==> src/rtl/sksa_pkg.sv <==
// Shared definitions for the segmented Kogge-Stone adder checker:
// segment geometry, FSM state encoding and the per-segment mask type.
package sksa_pkg;
    localparam int NUM_SEG = 4;
    localparam int SEG_W   = 4;
    localparam int DATA_W  = NUM_SEG * SEG_W;

    typedef enum logic [1:0] {
        IDLE  = 2'd0,
        CHECK = 2'd1,
        DONE  = 2'd2
    } state_t;

    typedef logic [NUM_SEG-1:0] seg_mask_t;
endpackage

==> src/rtl/sksa_fault_checker_seg_ref_adder.sv <==
// 4-bit reference ripple adder, time-shared across the segments of the
// operation under check.
module seg_ref_adder
    import sksa_pkg::*;
(
    input  logic [SEG_W-1:0] i_a,
    input  logic [SEG_W-1:0] i_b,
    input  logic             i_cin,
    output logic [SEG_W-1:0] o_sum,
    output logic             o_cout
);
    logic [SEG_W:0] w_full;

    assign w_full = {1'b0, i_a} + {1'b0, i_b} + {{SEG_W{1'b0}}, i_cin};
    assign o_sum  = w_full[SEG_W-1:0];
    assign o_cout = w_full[SEG_W];
endmodule

==> config.mk <==
export PLATFORM = sky130hd
export DESIGN_NAME = seg_ref_adder
export DESIGN_NICKNAME = d
export VERILOG_FILES = /design/src/rtl/sksa_pkg.sv /design/src/rtl/sksa_fault_checker_seg_ref_adder.sv
export SDC_FILE = /design/constraint.sdc
export NUM_CORES = 1
export LEC_CHECK = 0
export CAP_MARGIN = 20
export CORE_AREA = 2 2 39 41
export DETAILED_ROUTE_END_ITERATION = 16
export DIE_AREA = 0 0 41 43
export GPL_ROUTABILITY_DRIVEN = 0
export PLACE_DENSITY_LB_ADDON = 0.12
export SLEW_MARGIN = 10
export SYNTH_ARGS = -nofsm -noshare
export SYNTH_HDL_FRONTEND = slang
export SYNTH_SLANG_ARGS = --single-unit
==> constraint.sdc <==
create_clock -name vclk -period 2.4
set_input_delay 0.72 -clock vclk [all_inputs]
set_output_delay 0.72 -clock vclk [all_outputs]
set_load 0.005 [all_outputs]
==> results_dict.tcl, run 1 <==
set metrics [dict create \
    portBuffers 14 \
    period_needed_ns 2.56 \
    cp_num_cells 6 \
    tightest_slew_ns 0.121 \
    setup_violations 4 \
    place_ws_ns -0.976 \
    timing.fmax_ghz 0.391 \
    seq_area_um2 0 \
    syn_inst 16 \
    antennaDiodeCount 0 \
    crit_family "adder cells" \
    grtUsageTotal_pct 4.31 \
    cp_slowest_stage_delay_ns 0.43 \
    critPathBufInv 4 \
    powerDensity_nw_per_um2 232 \
    netlist_area_um2 144 \
    area_growth_pct 105 \
    vias 158 \
    post_cts_buffers 0 \
    avgSynthCellArea_um2 8.99 \
    hold_viol 0 \
    netlist-cell-type-count 9 \
    grt_pass1_wl_um 572 \
    core-area_um2 1380 \
    yosys_warnings 0 \
    status "finished, violations left" \
    fin_ws_ns -0.156 \
    route.detailed.drc 0 \
    final_cell_mix "5 x buf_2, 3 x inv_2, 3 x dlygate4sd2_1" \
    placed_area_um2 304 \
    grt_remaining_overflow 0 \
    n_fill_cell 159 \
    layout_commonest_cell "buf_2" \
    syn_nets 30 \
    fin_nets 46 \
    grt_max_degree 4 \
    min_path_cells 3 \
    ys_seq_area_share_pct 0 \
    critPathArrivalTime_ns 1.84 \
    die_x_um 41 \
    drv_cap 0 \
    max-vdd-ir-drop_uv 71.7 \
    crit_path_top_delay_cell "fa_2" \
    multi_input_area_um2 146 \
    antenna_found_initial 0 \
    crit_path_end_kind "primary output" \
    ant_nets 0 \
    clockBufferCount 0 \
    grt_pass1_vias 149 \
    hold_buffers 0 \
    maxSlewViolCount 0 \
    num_rows 14 \
    min_period_over_period_pct 106 \
    crit_chain "buf_6 > fa_2 > inv_2 > fa_2 > inv_2 > buf_6" \
    p_leak_nw 0.140 \
    first_pass_iters 1 \
    crit_required_ns 1.68 \
    path_class "input pin to primary output" \
    design_area_um2 295 \
    die_area_um2 1760 \
    synth_top_area_share_pct 27.8 \
    hold_class "input pin to primary output" \
    wl_per_cell_um 8.24 \
    design.seq.count 0 \
    ys_top_cells_by_area "fa_1 28%, ha_1 26%, xnor2_1 12%" \
    rsz0062_at_grt "true" \
    cp_max_fo 2 \
    pin_count 14 \
    slew_headroom_pct 91.9 \
    violations "negative setup slack" \
    drive_above_1_share_pct 46.7 \
    drtIter0Drc 0 \
    initial_core_util_pct 10.4 \
    avgViaCountPerCell 3.43 \
    die_y_um 43 \
    cp-start-kind "input pin" \
    routed_wl_um 379 \
    synth_area_leader_cell "fa_1" \
]
[path summary, 6_finish.rpt]
kind                   from       end
worst max-delay path  i_cin  o_sum[1]
worst min-delay path  i_cin  o_sum[0]
[final cells by class]
class	count	share of cell area [%]
well taps	16	6.78
multi-input cells	12	49.6
repair buffers	14	38.6
inverters	4	5.08
[kinds of logic after synthesis]
logic type | Yosys count | share of synthesized area, %
fa+ha+maj | 5 | 53.9
buf+inv | 4 | 10.4
compound gates | 3 | 14.8
xor+xnor | 2 | 12.2
simple gates | 2 | 8.70
[through the flow]
| stage | power, mW | hold WS [ns] | std cells | TNS (ns) | util [%] |
|---|---|---|---|---|---|
| 2_1_floorplan | 0.0292 | 1.59 | 16 | 0 | - |
| 3_3_place_gp | 0.0773 | 2.57 | 46 | -4.25 | 22.0 |
| 3_5_place_dp | 0.0770 | 2.56 | 46 | -4.26 | 22.0 |
| 4_1_cts | 0.0651 | 1.93 | 46 | -0.523 | 20.8 |
| 5_1_grt | 0.0780 | 1.96 | 46 | -0.656 | 21.3 |
| 6_report | 0.0684 | 1.93 | 46 | -0.438 | 21.3 |
[where the power goes]
| part | internal [mW] | leakage (nW) | switching (mW) |
|---|---|---|---|
| clock network | 0 | 0 | 0 |
| logic | 0.0416 | 0.140 | 0.0268 |
| registers | 0 | 0 | 0 |
[metal layers]
metal | GRT usage (%) | routed length, µm
met5 | 0 | 0
met4 | 0 | 0
met3 | 0.524 | 76
met2 | 7.50 | 152
met1 | 5.75 | 150
[synthesized netlist by cell type]
master and n:
a21o_1 1, a21oi_2 1, fa_1 2, ha_1 3, inv_1 4, nand2b_1 1, nor2b_1 1, o21ai_0 1
xnor2_1 2
[tightest hold or removal path, cell delays in order]
cell	delay, ns
buf_6	0.07
fa_2	0.18
dlygate4sd2_1	0.23
[repair_timing]
item,CTS,global route
gates resized for setup,40,3
pin swaps,4,2
setup endpoints to repair,5,4
cloned,0,0
(Power assumes the default switching activity.)
==> inputs of run 2 (changes only) <==
--- a/config.mk
+++ b/config.mk
@@ -11,6 +11,7 @@
 export DIE_AREA = 0 0 41 43
 export GPL_ROUTABILITY_DRIVEN = 0
 export PLACE_DENSITY_LB_ADDON = 0.12
+export SETUP_SLACK_MARGIN = 0.02
 export SLEW_MARGIN = 10
 export SYNTH_ARGS = -nofsm -noshare
 export SYNTH_HDL_FRONTEND = slang
==> constraint.sdc (replaced) <==
create_clock -name vclk -period 2.25
set_input_delay 0.675 -clock vclk [all_inputs]
set_output_delay 0.675 -clock vclk [all_outputs]
set_load 0.005 [all_outputs]
==> results_dict.tcl, run 2 (synthesis gave the netlist of run 1 again) <==
set metrics [dict create \
    status "finished, violations left" \
    violations "negative setup slack" \
    slew_headroom_pct 90.9 \
    design_area_um2 304 \
    switching_share_pct 39.9 \
    cp_max_fo 2 \
    setup_violations 4 \
    tightest_slew_ns 0.135 \
    seq_area_um2 0 \
    crit_required_ns 1.57 \
    p_switching_uw 29.8 \
    clockBufferCount 0 \
    path_class "input pin to primary output" \
    min_from "i_cin" \
    num_rows 14 \
    p_seq_share_pct 0 \
    comb_power_share_pct 100.0 \
    avgViaCountPerCell 3.51 \
    ant_nets 0 \
    grt_remaining_overflow 0 \
    vias 165 \
    powerDensity_nw_per_um2 245 \
    hpwl_um 332 \
    finalPower_uw 74.6 \
    hold_class "input pin to primary output" \
    pin_count 14 \
    grt_pass1_vias 182 \
    grtUsageTotal_pct 5.11 \
    p_leak_nw 0.150 \
    die_area_um2 1760 \
    area_growth_pct 111 \
    placed_area_um2 307 \
    drtIter0Drc 0 \
    portBuffers 14 \
    fin_ws_ns -0.224 \
    maxSlewViolCount 0 \
    drive_above_1_share_pct 45.2 \
    fin_nets 47 \
    layout_commonest_cell "buf_2" \
    hold_buffers 0 \
    crit_path_end_kind "primary output" \
    final_cell_mix "6 x buf_2, 3 x inv_1, 3 x dlygate4sd2_1" \
    max-vdd-ir-drop_uv 55.0 \
    grt_max_degree 4 \
    grt_pass1_wl_um 655 \
    antennaDiodeCount 0 \
    design.seq.count 0 \
    rsz0062_at_grt "true" \
    critPathArrivalTime_ns 1.80 \
    core-area_um2 1380 \
    antenna_found_initial 0 \
    drv_cap 0 \
    wl_per_cell_um 8.72 \
    final_util_pct 22.0 \
    power.share.clock_pct 0 \
    initial_core_util_pct 10.4 \
    die_x_um 41 \
    min_path_cells 3 \
    internal_power_uw 44.8 \
    timing.fmax_ghz 0.404 \
    holdPathEnd "o_sum[0]" \
    cp-start-kind "input pin" \
    place_ws_ns -1.05 \
    routed_wl_um 410 \
    min_period_over_period_pct 110 \
    hold_viol 0 \
    first_pass_iters 1 \
    period_needed_ns 2.47 \
    route.detailed.drc 0 \
    die_y_um 43 \
]
-- run 2: cell count changes in the layout (fill, tap and decap cells not counted) --
cell / change
inv_2: -2
buf_6: -1
buf_4: +1
inv_1: +2
buf_2: +1
xnor2_1: -1
xnor2_2: +1
-- run 2: worst max path at each step --
stage | depth (start not counted) | to | slack, ns | from
3_5_place_dp | 8 | o_cout | -1.05 | i_a[0]
5_1_grt | 8 | o_cout | -0.30 | i_cin
6_report | 6 | o_sum[1] | -0.22 | i_cin
4_1_cts | 6 | o_sum[1] | -0.24 | i_cin
2_1_floorplan | 4 | o_sum[1] | 0.01 | i_a[0]
3_3_place_gp | 8 | o_cout | -1.03 | i_a[0]
-- run 2: layer usage --
layer	vias to the layer above	part of all wire (%)	global-route usage, %
met4	0	0	0
li1	80	-	-
met1	71	37	6.37
met3	0	18	0
met2	14	45	9.69
met5	-	0	0
-- run 2: repair_timing --
action                     in CTS  in global routing
buffers inserted                0                  1
setup endpoints to repair       5                  5
pin swaps                       4                  1
gates resized for setup        38                  2
-- run 2: power by group through the flow --
stage / Clock [mW] / Combinational, mW / Sequential [mW]
2_1_floorplan: 0 / 0.0320 / 0
3_3_place_gp: 0 / 0.0828 / 0
3_5_place_dp: 0 / 0.0830 / 0
4_1_cts: 0 / 0.0690 / 0
5_1_grt: 0 / 0.0861 / 0
6_report: 0 / 0.0746 / 0
-- run 2: critical path, stage by stage --
cell,delay [ns]
buf_6,0.09
fa_2,0.39
inv_2,0.07
fa_2,0.41
inv_1,0.06
buf_2,0.10
-- run 2: area by class of cell --
cell class / instances / area (µm²)
fillers: 157 / 1080
inverters: 4 / 15.0
multi-input cells: 12 / 154
well taps: 16 / 20.0
repair buffers: 15 / 115
-- run 2: through the flow --
step / TNS (ns) / cells / hold WS, ns
6_report: -0.778 / 47 / 1.80
5_1_grt: -1.08 / 47 / 1.84
4_1_cts: -0.780 / 46 / 1.84
3_5_place_dp: -4.49 / 46 / 2.47
3_3_place_gp: -4.49 / 46 / 2.47
2_1_floorplan: 0 / 16 / 1.53
==> inputs of run 3 (changes only) <==
--- a/config.mk
+++ b/config.mk
@@ -10,7 +10,6 @@
 export DETAILED_ROUTE_END_ITERATION = 16
 export DIE_AREA = 0 0 41 43
 export GPL_ROUTABILITY_DRIVEN = 0
-export PLACE_DENSITY_LB_ADDON = 0.12
 export SETUP_SLACK_MARGIN = 0.02
 export SLEW_MARGIN = 10
 export SYNTH_ARGS = -nofsm -noshare
==> constraint.sdc (replaced) <==
create_clock -name vclk -period 2.2
set_input_delay 0.66 -clock vclk [all_inputs]
set_output_delay 0.66 -clock vclk [all_outputs]
set_load 0.005 [all_outputs]
==> results_dict.tcl, run 3 (synthesis gave the netlist of run 1 again) <==
set metrics [dict create \
    crit_required_ns 1.54 \
    tightest_slew_ns 0.108 \
    grt_remaining_overflow 0 \
    final_cell_mix "6 x buf_2, 4 x dlygate4sd2_1, 3 x buf_6" \
    grt_pass1_wl_um 517 \
    drtIter0Drc 0 \
    fin_nets 48 \
    wl_per_cell_um 7.42 \
    setup.worst_path.end "o_sum[3]" \
    violations "negative setup slack" \
    seq_area_um2 0 \
    antenna_found_initial 0 \
    slew_headroom_pct 92.8 \
    min_path_cells 3 \
    critPathArrivalTime_ns 1.79 \
    min_period_over_period_pct 111 \
    crit_start "i_cin" \
    status "finished, violations left" \
    p_leak_nw 0.157 \
    cp-start-kind "input pin" \
    rsz0062_at_grt "true" \
    final_util_pct 22.6 \
    portBuffers 14 \
    core-area_um2 1380 \
    hold_class "input pin to primary output" \
    hold_viol 0 \
    area_growth_pct 117 \
    powerDensity_nw_per_um2 248 \
    timing.fmax_ghz 0.408 \
    drv_cap 0 \
    ant_nets 0 \
    setup_violations 4 \
    layout_commonest_cell "buf_2" \
    hpwl_um 286 \
    routed_wl_um 356 \
    max-vdd-ir-drop_uv 30.5 \
    die_x_um 41 \
    initial_core_util_pct 10.4 \
    clockBufferCount 0 \
    worst_hold_slack_ns 1.68 \
    grt_pass1_vias 150 \
    pin_count 14 \
    die_area_um2 1760 \
    design_area_um2 313 \
    die_y_um 43 \
    grt_max_degree 4 \
    fin_ws_ns -0.252 \
    hold_buffers 0 \
    grtUsageTotal_pct 3.91 \
    vias 166 \
    cp_max_fo 2 \
    drive_above_1_share_pct 53.1 \
    path_class "input pin to primary output" \
    placed_area_um2 307 \
    first_pass_iters 1 \
    crit_path_end_kind "primary output" \
    avgViaCountPerCell 3.46 \
    design.seq.count 0 \
    maxSlewViolCount 0 \
    period_needed_ns 2.45 \
    route.detailed.drc 0 \
    num_rows 14 \
    antennaDiodeCount 0 \
]
==> run 3: metrics by stage <==
step | worst slack, ns | total power [mW] | cells | setup TNS [ns]
2_1_floorplan | -0.00945 | 0.0327 | 16 | -0.00945
3_3_place_gp | -1.04 | 0.0831 | 46 | -4.52
3_5_place_dp | -1.04 | 0.0838 | 46 | -4.52
4_1_cts | -0.259 | 0.0803 | 48 | -0.988
5_1_grt | -0.336 | 0.0885 | 48 | -1.13
6_report | -0.252 | 0.0776 | 48 | -0.896
==> run 3: routing by layer <==
metal	track usage, %	vias up	wire length [µm]
met5	0	-	0
met2	8.44	11	173
met3	0.524	0	78
met1	3.51	72	104
li1	-	83	-
met4	0	0	0
==> run 3: how the worst min path moves through the flow <==
stage / start / to / slack, ns
final: i_cin / o_sum[0] / 1.68
after CTS: i_cin / o_sum[0] / 1.77
after global placement: i_b[3] / o_sum[3] / 2.43
after floorplan: i_cin / o_sum[0] / 1.50
after detailed placement: i_b[3] / o_sum[3] / 2.44
after global routing: i_cin / o_sum[0] / 1.72
==> run 3: worst max-delay path: stages <==
cell and delay (ns):
buf_6 0.09, fa_2 0.40, buf_6 0.13, a21o_1 0.15
a21oi_2 0.12, xnor2_1 0.12, buf_2 0.13
==> run 3: what timing repair did <==
item,CTS,global route
setup buffers,2,0
gates resized for setup,42,1
setup endpoints to repair,5,5
pin swaps,8,3
cloned,0,0
==> run 3: layout make-up <==
class | count | area [µm²]
timing repair buffer | 16 | 124
tap | 16 | 20.0
multi-input combinational | 12 | 154
inverter | 4 | 15.0
fill | 163 | 1070
==> run 3: report_power, final <==
group          switching (mW)  total [mW]  internal, mW
Combinational          0.0298      0.0776        0.0478
Sequential                  0           0             0
Clock                       0           0             0
